## config.mk

```make
export PLATFORM = sky130hd
export DESIGN_NAME = conf_rst_sequencer
export DESIGN_NICKNAME = d
export VERILOG_FILES = /design/src/rtl/conf_rst_pkg.sv /design/src/rtl/conf_rst_wdt.sv /design/src/rtl/conf_rst_sequencer.sv
export SDC_FILE = /design/constraint.sdc
export NUM_CORES = 1
export LEC_CHECK = 0
export CAP_MARGIN = 10
export CORE_UTILIZATION = 40
export CTS_CLUSTER_DIAMETER = 200
export DETAILED_ROUTE_END_ITERATION = 10
export PLACE_DENSITY = 0.62
export SYNTH_ARGS = -nofsm -noshare
export SYNTH_HDL_FRONTEND = slang
export SYNTH_SLANG_ARGS = --single-unit
```

## constraint.sdc

```tcl
create_clock -name clk_i -period 2.7 [get_ports clk_i]
set_input_delay 0.54 -clock clk_i [delete_from_list [all_inputs] [get_ports clk_i]]
set_output_delay 0.54 -clock clk_i [all_outputs]
set_load 0.01 [all_outputs]
```

## src/rtl/conf_rst_pkg.sv

```systemverilog
// Shared types and constants for the reset sequencer: FSM state encoding,
// output polarity names and the counter width helper.
package conf_rst_pkg;

  typedef enum logic [1:0] {
    ST_ASSERT  = 2'd0,
    ST_RELEASE = 2'd1,
    ST_RUN     = 2'd2
  } state_e;

  localparam string POL_ACTIVE_HIGH = "ACTIVE_HIGH";
  localparam string POL_ACTIVE_LOW  = "ACTIVE_LOW";

  // Bits needed to hold the larger of two terminal counts without wrapping.
  function automatic int cnt_width(input int a, input int b);
    int m;
    m = (a > b) ? a : b;
    if (m < 1) m = 1;
    return $clog2(m + 1);
  endfunction

endpackage

```

## src/rtl/conf_rst_wdt.sv

```systemverilog
// Run-time watchdog for the reset sequencer; counts only while the sequencer is
// in RUN and flags expiry combinationally so the restart lands on the same edge.
module conf_rst_wdt
  import conf_rst_pkg::*;
#(
  parameter int WDT_TIMEOUT = 1024
) (
  input  logic clk_i,
  input  logic clr_i,
  input  logic run_i,
  input  logic kick_i,
  output logic expire_o
);

  localparam int WDT_W = cnt_width(WDT_TIMEOUT - 1, 1);
  localparam logic [WDT_W-1:0] LAST_CNT = WDT_W'(WDT_TIMEOUT - 1);

  logic [WDT_W-1:0] cnt;

  // A kick in the final cycle suppresses expiry.
  assign expire_o = run_i && !kick_i && (cnt == LAST_CNT);

  always_ff @(posedge clk_i) begin
    if (clr_i || !run_i || kick_i) begin
      cnt <= '0;
    end else if (cnt != LAST_CNT) begin
      cnt <= cnt + 1'b1;
    end
  end

endmodule

```

## src/rtl/conf_rst_sequencer.sv

```systemverilog
// Sequenced reset generator: holds all outputs asserted, then releases bit 0..N-1
// at fixed step intervals. Define CONF_RST_SEQ_WDT_EN to add the run-time watchdog.
module conf_rst_sequencer
  import conf_rst_pkg::*;
#(
  parameter int    NUM_OUT     = 4,
  parameter string OUT_RES_POL = "ACTIVE_HIGH",
  parameter int    HOLD_CYCLES = 16,
  parameter int    STEP_CYCLES = 4,
  parameter int    WDT_TIMEOUT = 1024
) (
  input  logic               clk_i,
  input  logic               rst_i,
  input  logic               sw_rst_req_i,
`ifdef CONF_RST_SEQ_WDT_EN
  input  logic               wdt_kick_i,
  output logic               wdt_trip_o,
`endif
  output logic [NUM_OUT-1:0] rst_o,
  output logic               busy_o,
  output logic               done_o
);

  localparam int   CNT_W      = cnt_width(HOLD_CYCLES, STEP_CYCLES);
  localparam int   IDX_W      = (NUM_OUT > 1) ? $clog2(NUM_OUT) : 1;
  localparam logic ASSERT_LVL = (OUT_RES_POL == POL_ACTIVE_LOW) ? 1'b0 : 1'b1;

  localparam logic [CNT_W-1:0] HOLD_LAST = CNT_W'(HOLD_CYCLES - 1);
  localparam logic [CNT_W-1:0] STEP_LAST = CNT_W'(STEP_CYCLES - 1);
  localparam logic [IDX_W-1:0] IDX_LAST  = IDX_W'(NUM_OUT - 1);

  state_e             state;
  logic [CNT_W-1:0]   hold_cnt;
  logic [CNT_W-1:0]   step_cnt;
  logic [IDX_W-1:0]   idx;
  logic [NUM_OUT-1:0] rst_q;
  logic               busy_q;
  logic               done_q;
  logic               wdt_expire;
  logic               restart;

  assign restart = rst_i | sw_rst_req_i | wdt_expire;

`ifdef CONF_RST_SEQ_WDT_EN
  logic trip_q;

  conf_rst_wdt #(
    .WDT_TIMEOUT(WDT_TIMEOUT)
  ) u_wdt (
    .clk_i   (clk_i),
    .clr_i   (restart),
    .run_i   (state == ST_RUN),
    .kick_i  (wdt_kick_i),
    .expire_o(wdt_expire)
  );

  // Sticky across software and watchdog restarts; only the hard reset clears it.
  always_ff @(posedge clk_i) begin
    if (rst_i) begin
      trip_q <= 1'b0;
    end else if (wdt_expire) begin
      trip_q <= 1'b1;
    end
  end

  assign wdt_trip_o = trip_q;
`else
  assign wdt_expire = 1'b0;
`endif

  always_ff @(posedge clk_i) begin
    if (restart) begin
      state    <= ST_ASSERT;
      hold_cnt <= '0;
      step_cnt <= '0;
      idx      <= '0;
      rst_q    <= {NUM_OUT{ASSERT_LVL}};
      busy_q   <= 1'b1;
      done_q   <= 1'b0;
    end else begin
      case (state)
        ST_ASSERT: begin
          // hold_cnt equals the number of restart-free edges seen so far.
          if (hold_cnt == HOLD_LAST) begin
            rst_q[0] <= ~ASSERT_LVL;
            step_cnt <= '0;
            if (NUM_OUT == 1) begin
              state  <= ST_RUN;
              busy_q <= 1'b0;
              done_q <= 1'b1;
            end else begin
              state <= ST_RELEASE;
              idx   <= IDX_W'(1);
            end
          end else if (hold_cnt != '1) begin
            hold_cnt <= hold_cnt + 1'b1;
          end
        end
        ST_RELEASE: begin
          if (step_cnt == STEP_LAST) begin
            rst_q[idx] <= ~ASSERT_LVL;
            step_cnt   <= '0;
            if (idx == IDX_LAST) begin
              state  <= ST_RUN;
              busy_q <= 1'b0;
              done_q <= 1'b1;
            end else begin
              idx <= idx + 1'b1;
            end
          end else if (step_cnt != '1) begin
            step_cnt <= step_cnt + 1'b1;
          end
        end
        ST_RUN: begin
          state <= ST_RUN;
        end
        default: begin
          state  <= ST_ASSERT;
          rst_q  <= {NUM_OUT{ASSERT_LVL}};
          busy_q <= 1'b1;
          done_q <= 1'b0;
        end
      endcase
    end
  end

  assign rst_o  = rst_q;
  assign busy_o = busy_q;
  assign done_o = done_q;

endmodule

```

==> insert_results.sql, run 1 <==
INSERT INTO impl_metrics (metric_group, metric, value, unit) VALUES
('outcome', 'status', 'completed', ''),
('drt', 'routed_wl', '1.85', 'mm'),
('timing', 'timing.final.max_slew_violations', '0', ''),
('global_routing', 'antenna_found_initial', '0', ''),
('drt', 'routed-via-count', '798', ''),
('logic_synthesis', 'post_synth.cell_area_avg', '9.19', 'um^2'),
('logic_synthesis', 'yosys_register_bits', '20', ''),
('logic_synthesis', 'synth_edf_count', '0', ''),
('floorplan', 'std_cell_rows', '18', ''),
('floorplan', 'dieHeight', '53.0', 'um'),
('worst_setup_path', 'path_delay_family', 'simple AND/OR/NAND/NOR gates', ''),
('drt', 'avgViaCountPerCell', '5.25', ''),
('timing', 'period_needed', '2.06', 'ns'),
('logic_synthesis', 'post-synth-top-area-fraction', '0.386', ''),
('worst_setup_path', 'crit_path_end_kind', 'flip-flop', ''),
('cells_and_area', 'syn_to_final_growth', '12.3', '%'),
('clock_network', 'numClockSinks', '20', ''),
('drt', 'drt_first_iter_violations', '24', ''),
('cells_and_area', 'final_net_count', '139', ''),
('drt', 'wire_per_inst', '12.2', 'um'),
('cells_and_area', 'fraction_of_final_layout_cells_sized_beyond_drive_strength_1', '0.0820', ''),
('drt', 'number_of_nets_still_failing_antenna_checks_after_routing', '0', ''),
('clock_network', 'clk_pin_slew_worst_paths', '0.11', 'ns'),
('worst_setup_path', 'critical_path_class', 'reg2reg', ''),
('cells_and_area', 'antenna_cells_inserted', '0', ''),
('clock_network', 'clock-root-buffer', 'sky130_fd_sc_hd__clkbuf_4', ''),
('timing', 'worst_slew_pin_slew', '0.741', 'ns'),
('worst_setup_path', 'critPathArrivalTime', '2.31', 'ns'),
('logic_synthesis', 'yosys_warnings', '0', ''),
('timing', 'min_period_over_period', '0.764', ''),
('logic_synthesis', 'syn-num-nets', '128', ''),
('floorplan', 'dieWidth', '53.0', 'um'),
('global_routing', 'grt_first_pass_wirelength', '3.11', 'mm'),
('logic_synthesis', 'post_synth_inst_count', '113', ''),
('clock_network', 'htree_levels', '1', ''),
('worst_setup_path', 'crit_path_frequent_cell', 'sky130_fd_sc_hd__ha_1', ''),
('global_routing', 'global_route.usage.total', '0.151', ''),
('worst_setup_path', 'crit_path_max_fanout', '6', ''),
('floorplan', 'start_util', '0.423', ''),
('cells_and_area', 'finalCoreUtilization', '0.475', ''),
('clock_network', 'cts_hold_buf', '0', ''),
('worst_setup_path', 'timing.critical_path.buf_inv', '0', ''),
('clock_network', 'cts_repair_resize_count', '0', ''),
('power_and_ir_drop', 'pwr_density_cell', '386', 'nW/um^2'),
('clock_network', 'post-cts-setup-buffer-count', '0', ''),
('placed_design', 'dp_hpwl', '1.41', 'mm'),
('global_routing', 'sum_of_overflow_across_all_layers_after_global_routing', '0', ''),
('placed_design', 'port_buffers', '8', ''),
('worst_setup_path', 'rr_startpoint', 'hold_cnt[0]$_SDFFE_PP0P_', ''),
('timing', 'unrepaired_setup_endpoints_after_global_routing', 'no', ''),
('placed_design', 'place_congestion', '0.811', ''),
('logic_synthesis', 'synthDominantAreaCellType', 'sky130_fd_sc_hd__dfxtp_1', ''),
('job', 'max_cap_violations', '0', ''),
('global_routing', 'grt_pass1_vias', '733', ''),
('floorplan', 'io-pin-count', '9', ''),
('drt', 'remaining_drc_errors', '0', ''),
('logic_synthesis', 'synth_area', '1040', 'um^2'),
('logic_synthesis', 'netlist_top_cells_area', 'sky130_fd_sc_hd__dfxtp_1, sky130_fd_sc_hd__ha_1, sky130_fd_sc_hd__nor2_1, sky130_fd_sc_hd__a21oi_1, sky130_fd_sc_hd__inv_1', ''),
('logic_synthesis', 'ys_top_cells_by_count', 'sky130_fd_sc_hd__dfxtp_1, sky130_fd_sc_hd__ha_1, sky130_fd_sc_hd__nor2_1', ''),
('logic_synthesis', 'ys.flop_type', 'sky130_fd_sc_hd__dfxtp_1', ''),
('timing', 'skew', '0.00734', 'ns'),
('logic_synthesis', 'most_frequent_cell_after_synthesis', 'sky130_fd_sc_hd__dfxtp_1', ''),
('timing', 'finalWorstSetupSlack', '0.638', 'ns'),
('worst_setup_path', 'data_required_time_at_the_worst_endpoint', '2.94', 'ns'),
('timing', 'hold_violations', '0', ''),
('floorplan', 'die-area', '2800', 'um^2'),
('clock_network', 'clk_buf_depth', '2', ''),
('worst_hold_path', 'holdCritStartpoint', 'done_o$_SDFFE_PP0P_', ''),
('worst_hold_path', 'hp-class', 'reg2reg', ''),
('worst_setup_path', 'max_stage_delay', '0.61', 'ns'),
('worst_setup_path', 'sequence_of_cells_on_the_critical_path', 'ha_1 > and3_1 > ha_1 > nor2b_1 > nor4_1 > mux2_2', '');
## layer usage
metal  GRT usage  up-vias  routed length (um)
li1            -      425                   -
met1       0.191      364                 939
met2       0.243        9                 845
met3      0.0603        0                  64
met4      0.0263        0                   0
met5           0        -                   0
## state kept, by name, summed over array words and instances, names as in the netlist
signal and cells:
step_cnt 5, idx 2, done_o 1, busy_o 1, hold_cnt 5, rst_o 4
state 2
## power breakdown
| group | internal [W] | total [W] | switching, W | leakage [nW] |
|---|---|---|---|---|
| clock | 0.0000520 | 0.000139 | 0.0000868 | 0.0138 |
| sequential | 0.000296 | 0.000298 | 0.00000129 | 0.162 |
| combinational | 0.00000580 | 0.0000132 | 0.00000738 | 0.266 |
## final cells by class
| class | instances | area (um^2) |
|---|---|---|
| inverters | 7 | 26.3 |
| multi-input cells | 83 | 592 |
| fillers | 236 | 1290 |
| repair buffers | 9 | 87.6 |
| flip-flops and latches | 20 | 400 |
| well taps | 30 | 37.5 |
| clock buffers | 3 | 22.5 |
## metrics by stage
stage / hold slack, ns / cells / total power [W]
floorplan: 0.469 / 113 / 0.000312
global placement: 0.438 / 149 / 0.000317
detailed placement: 0.442 / 149 / 0.000318
CTS: 0.459 / 152 / 0.000459
global route: 0.480 / 152 / 0.000469
finish: 0.454 / 152 / 0.000450
## layout by cell type, fill, tap and decap left out, types with 2 or more instances in the layout
cell and instances:
sky130_fd_sc_hd__nand4_1 2, sky130_fd_sc_hd__o31ai_1 3, sky130_fd_sc_hd__nor2_1 10, sky130_fd_sc_hd__nor4_1 2
sky130_fd_sc_hd__clkdlybuf4s50_1 8, sky130_fd_sc_hd__inv_1 7, sky130_fd_sc_hd__o21ai_0 4, sky130_fd_sc_hd__a21o_1 3
sky130_fd_sc_hd__nand2_1 7, sky130_fd_sc_hd__clkbuf_4 3, sky130_fd_sc_hd__xor2_1 2, sky130_fd_sc_hd__a31o_2 2
sky130_fd_sc_hd__nand2b_1 4, sky130_fd_sc_hd__nand3_1 3, sky130_fd_sc_hd__a22o_1 2, sky130_fd_sc_hd__dfxtp_1 20
sky130_fd_sc_hd__a21oi_1 6, sky130_fd_sc_hd__ha_1 12
## path summary, 6_finish.rpt
check                             endpoint  slack [ns]  cells past startpoint
hold reg to reg        done_o$_SDFFE_PP0P_        0.45                      2
hold / removal         done_o$_SDFFE_PP0P_        0.45                      2
setup / recovery  step_cnt[0]$_SDFFE_PP0P_        0.64                      6
setup reg to reg  step_cnt[0]$_SDFFE_PP0P_        0.64                      6
## cells by family (layout without fill, tap and decap cells)
| group | count (synthesis) | in the layout | share of synthesized area |
|---|---|---|---|
| AND/OR/NAND/NOR | 39 | 39 | 0.205 |
| buffers and inverters | 10 | 19 | 0.0446 |
| XOR/XNOR | 3 | 3 | 0.0253 |
| adder cells (fa/ha/maj) | 12 | 12 | 0.145 |
| multiplexers | 2 | 2 | 0.0205 |
| AO/OA/AOI/OAI | 27 | 27 | 0.175 |
| flip-flops | 20 | 20 | 0.386 |
## worst reg2reg max path, stage by stage, from the launching register on
cell and delay, ns:
sky130_fd_sc_hd__dfxtp_1 0.38, sky130_fd_sc_hd__ha_1 0.17, sky130_fd_sc_hd__and3_1 0.18, sky130_fd_sc_hd__ha_1 0.25
sky130_fd_sc_hd__nor2b_1 0.14, sky130_fd_sc_hd__nor4_1 0.61, sky130_fd_sc_hd__mux2_2 0.27
Note: power is estimated with default switching activity, not from simulation.
==> inputs of run 2 (changes only) <==
clock period = 1.9 ns   (was 2.7 ns; I/O delays follow)
==> run 2 against run 1 <==
  * Core utilization rose by 3.5 points
  * Cell area rose by 7.3%
  * Via count rose by 4.3%
  * Die area did not move
  * Sequential share of layout area fell by 2.3 points
  * Power rose by 43%
  * Sequential cell count did not move
  * Sequential power rose by 42%
  * Clock power rose by 40%
  * Clock skew rose by 0.00071 ns
  * Register-to-register slack got worse by 0.52 ns
  * Critical path depth fell by 1
  * Critical endpoint is now idx[0]$_SDFFE_PP0P_
  * Largest power group unchanged
  * Highest routed layer is now met4
==> insert_results.sql, run 2 (synthesis results as in run 1) <==
INSERT INTO impl_metrics (metric_group, metric, value, unit) VALUES
('floorplan', 'start_util', '0.423', ''),
('floorplan', 'die-area', '2800', 'um^2'),
('worst_hold_path', 'hp-class', 'reg2reg', ''),
('worst_setup_path', 'cp_num_cells', '5', ''),
('drt', 'routed_wl', '2.01', 'mm'),
('clock_network', 'insertion_delay', '0.29', 'ns'),
('power_and_ir_drop', 'worst_ir_drop_vdd', '0.321', 'mV'),
('power_and_ir_drop', 'power.switching_fraction', '0.211', ''),
('global_routing', 'grt_pass1_vias', '742', ''),
('global_routing', 'sum_of_overflow_across_all_layers_after_global_routing', '0', ''),
('placed_design', 'placed_cells', '155', ''),
('worst_hold_path', 'holdCritStartpoint', 'done_o$_SDFFE_PP0P_', ''),
('cells_and_area', 'fillerInstances', '234', ''),
('clock_network', 'numClockSinks', '20', ''),
('clock_network', 'cts_hold_buf', '0', ''),
('global_routing', 'grt_first_pass_wirelength', '3.20', 'mm'),
('placed_design', 'place_congestion', '0.807', ''),
('worst_setup_path', 'critPathArrivalTime', '1.95', 'ns'),
('timing', 'period_needed', '1.78', 'ns'),
('timing', 'worst_slew_pin_slew', '0.569', 'ns'),
('cells_and_area', 'final_net_count', '145', ''),
('global_routing', 'antenna_found_initial', '0', ''),
('power_and_ir_drop', 'static-leakage-power', '0.471', 'nW'),
('power_and_ir_drop', 'pwr_density_cell', '515', 'nW/um^2'),
('floorplan', 'io-pin-count', '9', ''),
('timing', 'slew_headroom', '0.617', ''),
('timing', 'unrepaired_setup_endpoints_after_global_routing', 'no', ''),
('worst_setup_path', 'worst-r2r-cell-count', '5', ''),
('worst_setup_path', 'cp-start-kind', 'flip-flop', ''),
('global_routing', 'global_route.usage.total', '0.157', ''),
('clock_network', 'cts_buffers', '3', ''),
('worst_setup_path', 'rr_startpoint', 'step_cnt[0]$_SDFFE_PP0P_', ''),
('floorplan', 'placeableCoreArea', '2450', 'um^2'),
('worst_setup_path', 'data_required_time_at_the_worst_endpoint', '2.07', 'ns'),
('drt', 'drt_first_iter_violations', '9', ''),
('power_and_ir_drop', 'cellInternalPower', '0.000508', 'W'),
('worst_setup_path', 'path_delay_family', 'simple AND/OR/NAND/NOR gates', ''),
('outcome', 'status', 'completed', ''),
('worst_setup_path', 'sequence_of_cells_on_the_critical_path', 'ha_2 > or4b_4 > or4_1 > o21ai_1 > a221oi_1', ''),
('clock_network', 'tritoncts', 'done', ''),
('floorplan', 'std_cell_rows', '18', ''),
('cells_and_area', 'layout_commonest_cell', 'sky130_fd_sc_hd__dfxtp_1', ''),
('timing', 'hold_violations', '0', ''),
('drt', 'routed-via-count', '832', ''),
('worst_setup_path', 'setup.reg_to_reg.worst_slack', '0.12', 'ns'),
('job', 'max_cap_violations', '0', ''),
('drt', 'number_of_nets_still_failing_antenna_checks_after_routing', '0', ''),
('cells_and_area', 'register_cell_area_after_layout', '400', 'um^2'),
('clock_network', 'clock-root-buffer', 'sky130_fd_sc_hd__clkbuf_4', ''),
('cells_and_area', 'finalInstanceArea', '1250', 'um^2'),
('cells_and_area', 'fraction_of_final_layout_cells_sized_beyond_drive_strength_1', '0.180', ''),
('clock_network', 'htree_levels', '1', ''),
('timing', 'timing.final.max_slew_violations', '0', ''),
('cells_and_area', 'antenna_cells_inserted', '0', ''),
('drt', 'drt_pass1_iterations', '4', ''),
('floorplan', 'dieWidth', '53.0', 'um'),
('worst_setup_path', 'crit_path_end_kind', 'flip-flop', ''),
('clock_network', 'clk_buf_depth', '2', ''),
('floorplan', 'dieHeight', '53.0', 'um'),
('timing', 'min_period_over_period', '0.937', ''),
('worst_setup_path', 'timing.critical_path.buf_inv', '0', ''),
('worst_setup_path', 'crit_path_max_fanout', '5', ''),
('global_routing', 'pin_count_of_the_biggest_net_entering_global_routing', '13', ''),
('drt', 'avgViaCountPerCell', '5.27', ''),
('drt', 'remaining_drc_errors', '0', ''),
('clock_network', 'clk_pin_slew_worst_paths', '0.11', 'ns'),
('placed_design', 'port_buffers', '8', ''),
('timing', 'fmax', '0.562', 'GHz'),
('worst_setup_path', 'critical_path.startpoint', 'step_cnt[0]$_SDFFE_PP0P_', ''),
('power_and_ir_drop', 'p_comb_frac', '0.041', ''),
('cells_and_area', 'syn_to_final_growth', '20.5', '%'),
('power_and_ir_drop', 'power.share.sequential', '0.656', ''),
('worst_setup_path', 'max_stage_delay', '0.50', 'ns'),
('drt', 'wire_per_inst', '12.7', 'um'),
('cells_and_area', 'multi_input_area', '632', 'um^2'),
('worst_setup_path', 'timing.rr.end', 'idx[0]$_SDFFE_PP0P_', ''),
('timing', 'skew', '0.00805', 'ns'),
('cells_and_area', 'mostFrequentLayoutCells', 'sky130_fd_sc_hd__dfxtp_1, sky130_fd_sc_hd__nor2_1, sky130_fd_sc_hd__ha_1', ''),
('placed_design', 'dp_hpwl', '1.50', 'mm'),
('worst_setup_path', 'critical_path_class', 'reg2reg', ''),
('worst_setup_path', 'critical-path-slowest-cell', 'sky130_fd_sc_hd__or4b_4', ''),
('placed_design', 'placedInstanceArea', '1190', 'um^2'),
('power_and_ir_drop', 'switchingPower', '0.000136', 'W'),
('timing', 'setup-violations-final', '0', ''),
('cells_and_area', 'instances_no_fill', '158', ''),
('power_and_ir_drop', 'pwr-share-clk', '0.303', ''),
('worst_setup_path', 'timing.critical_path.to', 'idx[0]$_SDFFE_PP0P_', '');
-- run 2: cell count changes in the layout (fill, tap and decap cells not counted), sizes merged --
| cell | change |
|---|---|
| buf | +6 |
-- run 2: metal layers --
layer,global-route usage,vias to the layer above,part of all wire
li1,-,435,-
met1,0.197,389,0.48
met2,0.262,6,0.50
met3,0.0259,2,0.018
met4,0.0658,0,0.0075
met5,0,-,0
-- run 2: final cells by class --
| type | count | area share |
|---|---|---|
| multi-input cells | 83 | 0.505 |
| flip-flops and latches | 20 | 0.320 |
| clock buffers | 3 | 0.0180 |
| well taps | 30 | 0.0300 |
| repair buffers | 15 | 0.106 |
| inverters | 7 | 0.0210 |
-- run 2: tightest hold or removal path: stages (launching register included) --
cell	delay (ns)
sky130_fd_sc_hd__dfxtp_1	0.33
sky130_fd_sc_hd__inv_1	0.04
sky130_fd_sc_hd__a21oi_1	0.05
-- run 2: power by group through the flow --
stage	Clock (W)	Sequential (W)	Combinational (W)
2_1_floorplan	0	0.000432	0.0000118
4_1_cts	0.000206	0.000423	0.0000262
6_report	0.000195	0.000423	0.0000267
3_5_place_dp	0	0.000432	0.0000260
3_3_place_gp	0	0.000432	0.0000254
5_1_grt	0.000222	0.000423	0.0000292
-- run 2: through the flow --
stage	total power [W]	TNS, ns	worst slack [ns]	utilization	hold WS, ns
after floorplan	0.000444	0	0.153	-	0.469
after global placement	0.000457	-0.194	-0.0712	0.486	0.431
after detailed placement	0.000458	-0.429	-0.128	0.486	0.435
after CTS	0.000654	0	0.0379	0.499	0.452
after global routing	0.000674	0	0.00409	0.510	0.482
final	0.000644	0	0.120	0.510	0.450
-- run 2: repair_timing --
action | 4_1_cts | 5_1_grt
resized for setup | 2 | 6
setup buffers | 0 | 0
gates cloned | 0 | 0
pin swaps | 0 | 0
setup endpoints to repair | 5 | 7
-- run 2: worst min path at each step --
stage / to / slack [ns] / cells after the start
2_1_floorplan: step_cnt[1]$_SDFFE_PP0P_ / 0.47 / 1
3_3_place_gp: done_o$_SDFFE_PP0P_ / 0.43 / 2
3_5_place_dp: done_o$_SDFFE_PP0P_ / 0.44 / 2
4_1_cts: done_o$_SDFFE_PP0P_ / 0.45 / 2
5_1_grt: done_o$_SDFFE_PP0P_ / 0.48 / 2
6_report: done_o$_SDFFE_PP0P_ / 0.45 / 2
==> inputs of run 3 (changes only) <==
ABC_AREA = 1   (was default)
CAP_MARGIN = 25   (was 10)
PLACE_DENSITY = 0.61   (was 0.62)
==> run 3 against run 2 <==
  * Sequential cell count unchanged
  * Non-clock buffer count decreased by 6
  * Clock power increased by 82%
  * Cell area increased by 3.8%
  * Critical path type is now reg2out
  * Core utilization decreased by 0.82 points
  * Die area increased by 9.4%
  * Final cell count increased by 23%
  * First-iteration DRC count decreased by 11%
  * Routed wire length decreased by 4.4%
  * Combinational power decreased by 27%
==> insert_results.sql, run 3 <==
INSERT INTO impl_metrics (metric_group, metric, value, unit) VALUES
('cells_and_area', 'fraction_of_final_layout_cells_sized_beyond_drive_strength_1', '0.134', ''),
('clock_network', 'htree_levels', '1', ''),
('placed_design', 'port_buffers', '8', ''),
('worst_setup_path', 'cp-start-kind', 'flip-flop', ''),
('logic_synthesis', 'post_synth.cell_area_avg', '7.45', 'um^2'),
('worst_setup_path', 'critPathArrivalTime', '1.21', 'ns'),
('logic_synthesis', 'seq_area_frac_synth', '0.351', ''),
('cells_and_area', 'layout_commonest_cell', 'sky130_fd_sc_hd__nand2_1', ''),
('worst_setup_path', 'sequence_of_cells_on_the_critical_path', 'clkdlybuf4s50_1', ''),
('global_routing', 'sum_of_overflow_across_all_layers_after_global_routing', '0', ''),
('timing', 'setup-violations-final', '0', ''),
('worst_setup_path', 'timing.critical_path.buf_inv', '1', ''),
('timing', 'hold_violations', '0', ''),
('worst_setup_path', 'path_delay_family', 'buffers and inverters', ''),
('global_routing', 'global_route.usage.total', '0.141', ''),
('drt', 'drt_first_iter_violations', '8', ''),
('clock_network', 'cts_buffers', '3', ''),
('timing', 'unrepaired_setup_endpoints_after_global_routing', 'no', ''),
('drt', 'routed_wl', '1.92', 'mm'),
('cells_and_area', 'syn_to_final_growth', '13.9', '%'),
('global_routing', 'grt_first_pass_wirelength', '3.44', 'mm'),
('cells_and_area', 'antenna_cells_inserted', '0', ''),
('floorplan', 'die-area', '3070', 'um^2'),
('power_and_ir_drop', 'worst_ir_drop_vdd', '0.365', 'mV'),
('outcome', 'status', 'completed', ''),
('power_and_ir_drop', 'static-leakage-power', '0.568', 'nW'),
('worst_setup_path', 'crit_path_end_kind', 'primary output', ''),
('power_and_ir_drop', 'pwr_density_cell', '613', 'nW/um^2'),
('cells_and_area', 'register_cell_area_after_layout', '400', 'um^2'),
('drt', 'avgViaCountPerCell', '4.77', ''),
('cells_and_area', 'mostFrequentLayoutCells', 'sky130_fd_sc_hd__nand2_1, sky130_fd_sc_hd__nor2_1, sky130_fd_sc_hd__inv_1', ''),
('logic_synthesis', 'post-synth-top-area-fraction', '0.351', ''),
('floorplan', 'dieHeight', '55.4', 'um'),
('worst_setup_path', 'critical-path-slowest-cell', 'sky130_fd_sc_hd__clkdlybuf4s50_1', ''),
('logic_synthesis', 'yosys_register_bits', '20', ''),
('cells_and_area', 'final_net_count', '180', ''),
('worst_hold_path', 'hp-class', 'reg2reg', ''),
('clock_network', 'clk_buf_depth', '2', ''),
('placed_design', 'placed_cells', '190', ''),
('timing', 'period_needed', '1.59', 'ns'),
('logic_synthesis', 'most_frequent_cell_after_synthesis', 'sky130_fd_sc_hd__nand2_1', ''),
('cells_and_area', 'instances_no_fill', '194', ''),
('drt', 'wire_per_inst', '9.88', 'um'),
('clock_network', 'cts_repair_resize_count', '0', ''),
('placed_design', 'place_congestion', '0.861', ''),
('worst_setup_path', 'max_stage_delay', '0.54', 'ns'),
('timing', 'min_period_over_period', '0.837', ''),
('worst_setup_path', 'crit_path_max_fanout', '2', ''),
('global_routing', 'antenna_found_initial', '0', ''),
('cells_and_area', 'finalCoreUtilization', '0.501', ''),
('logic_synthesis', 'synth_area', '1140', 'um^2'),
('timing', 'fmax', '0.629', 'GHz'),
('logic_synthesis', 'ys_top_cells_by_count', 'sky130_fd_sc_hd__nand2_1, sky130_fd_sc_hd__nor2_1, sky130_fd_sc_hd__inv_1', ''),
('drt', 'number_of_nets_still_failing_antenna_checks_after_routing', '0', ''),
('clock_network', 'numClockSinks', '20', ''),
('timing', 'timing.setup.tns', '0', 'ns'),
('drt', 'routed-via-count', '925', ''),
('global_routing', 'grt_pass1_vias', '825', ''),
('floorplan', 'dieWidth', '55.4', 'um'),
('logic_synthesis', 'synth.lib_cells_used.distinct', '22', ''),
('logic_synthesis', 'synth_edf_count', '0', ''),
('clock_network', 'tritoncts', 'done', ''),
('timing', 'worst_slew_pin_slew', '0.445', 'ns'),
('job', 'max_cap_violations', '0', ''),
('floorplan', 'placeableCoreArea', '2590', 'um^2'),
('worst_setup_path', 'critical_path_class', 'reg2out', ''),
('clock_network', 'post-cts-setup-buffer-count', '0', ''),
('drt', 'drt_pass1_iterations', '3', ''),
('global_routing', 'pin_count_of_the_biggest_net_entering_global_routing', '13', ''),
('cells_and_area', 'multi_input_area', '627', 'um^2'),
('logic_synthesis', 'post_synth_inst_count', '153', ''),
('clock_network', 'clock-root-buffer', 'sky130_fd_sc_hd__clkbuf_4', ''),
('floorplan', 'std_cell_rows', '18', ''),
('logic_synthesis', 'netlist_top_cells_area', 'sky130_fd_sc_hd__dfxtp_1, sky130_fd_sc_hd__ha_1, sky130_fd_sc_hd__nand2_1, sky130_fd_sc_hd__nor2_1, sky130_fd_sc_hd__inv_1', ''),
('logic_synthesis', 'syn-num-nets', '168', ''),
('logic_synthesis', 'yosys_warnings', '0', ''),
('floorplan', 'start_util', '0.440', ''),
('logic_synthesis', 'ys.flop_type', 'sky130_fd_sc_hd__dfxtp_1', ''),
('drt', 'remaining_drc_errors', '0', ''),
('cells_and_area', 'fillerInstances', '244', ''),
('clock_network', 'clk_pin_slew_worst_paths', '0.12', 'ns'),
('worst_setup_path', 'data_required_time_at_the_worst_endpoint', '1.52', 'ns'),
('floorplan', 'io-pin-count', '9', ''),
('logic_synthesis', 'synthDominantAreaCellType', 'sky130_fd_sc_hd__dfxtp_1', ''),
('power_and_ir_drop', 'power', '0.000797', 'W'),
('logic_synthesis', 'async_flop_share', '0', ''),
('clock_network', 'cts_hold_buf', '0', ''),
('timing', 'skew', '0.00248', 'ns'),
('placed_design', 'dp_hpwl', '1.51', 'mm'),
('timing', 'timing.final.max_slew_violations', '0', ''),
('clock_network', 'insertion_delay', '0.30', 'ns'),
('timing', 'slew_headroom', '0.703', '');
run 3: logic make-up after synthesis:
| logic type | synth area share |
|---|---|
| adder cells (fa/ha/maj) | 0.132 |
| AND/OR/NAND/NOR | 0.323 |
| buffers and inverters | 0.0988 |
| AO/OA/AOI/OAI | 0.0878 |
| flip-flops | 0.351 |
| XOR/XNOR | 0.00769 |
run 3: final timing paths:
check                             end  cells past startpoint  slack [ns]                startpoint
max reg2reg  hold_cnt[4]$_SDFFE_PP0P_                      9        0.32  hold_cnt[0]$_SDFFE_PP0P_
max                            busy_o                      1        0.31       busy_o$_SDFFE_PP1P_
min             rst_o[3]$_SDFFE_PP1P_                      2        0.45     rst_o[3]$_SDFFE_PP1P_
min reg2reg     rst_o[3]$_SDFFE_PP1P_                      2        0.45     rst_o[3]$_SDFFE_PP1P_
run 3: per-layer routing:
metal  up-vias  wire [um]  track usage
li1        499          -            -
met4         0         19       0.0786
met3         2         36       0.0281
met2         8        905        0.227
met5         -          0            0
met1       416        956        0.176
run 3: layout make-up:
class / instances / area share
repair buffers: 9 / 0.0674
clock inverters: 1 / 0.0231
multi-input cells: 106 / 0.483
well taps: 30 / 0.0289
flip-flops and latches: 20 / 0.308
clock buffers: 3 / 0.0173
inverters: 25 / 0.0723
run 3: where the power goes:
group	internal (W)	switching [W]
logic	0.00000896	0.0000106
clock network	0.000213	0.000141
registers	0.000421	0.00000171
total	0.000643	0.000153
run 3: metrics by stage:
step	hold WS [ns]	worst slack, ns	instance area, um^2
detailed placement	0.433	0.324	1250
finish	0.454	0.310	1300
global placement	0.430	0.335	1250
CTS	0.457	0.292	1300
floorplan	0.428	0.448	1140
global route	0.478	0.0970	1300
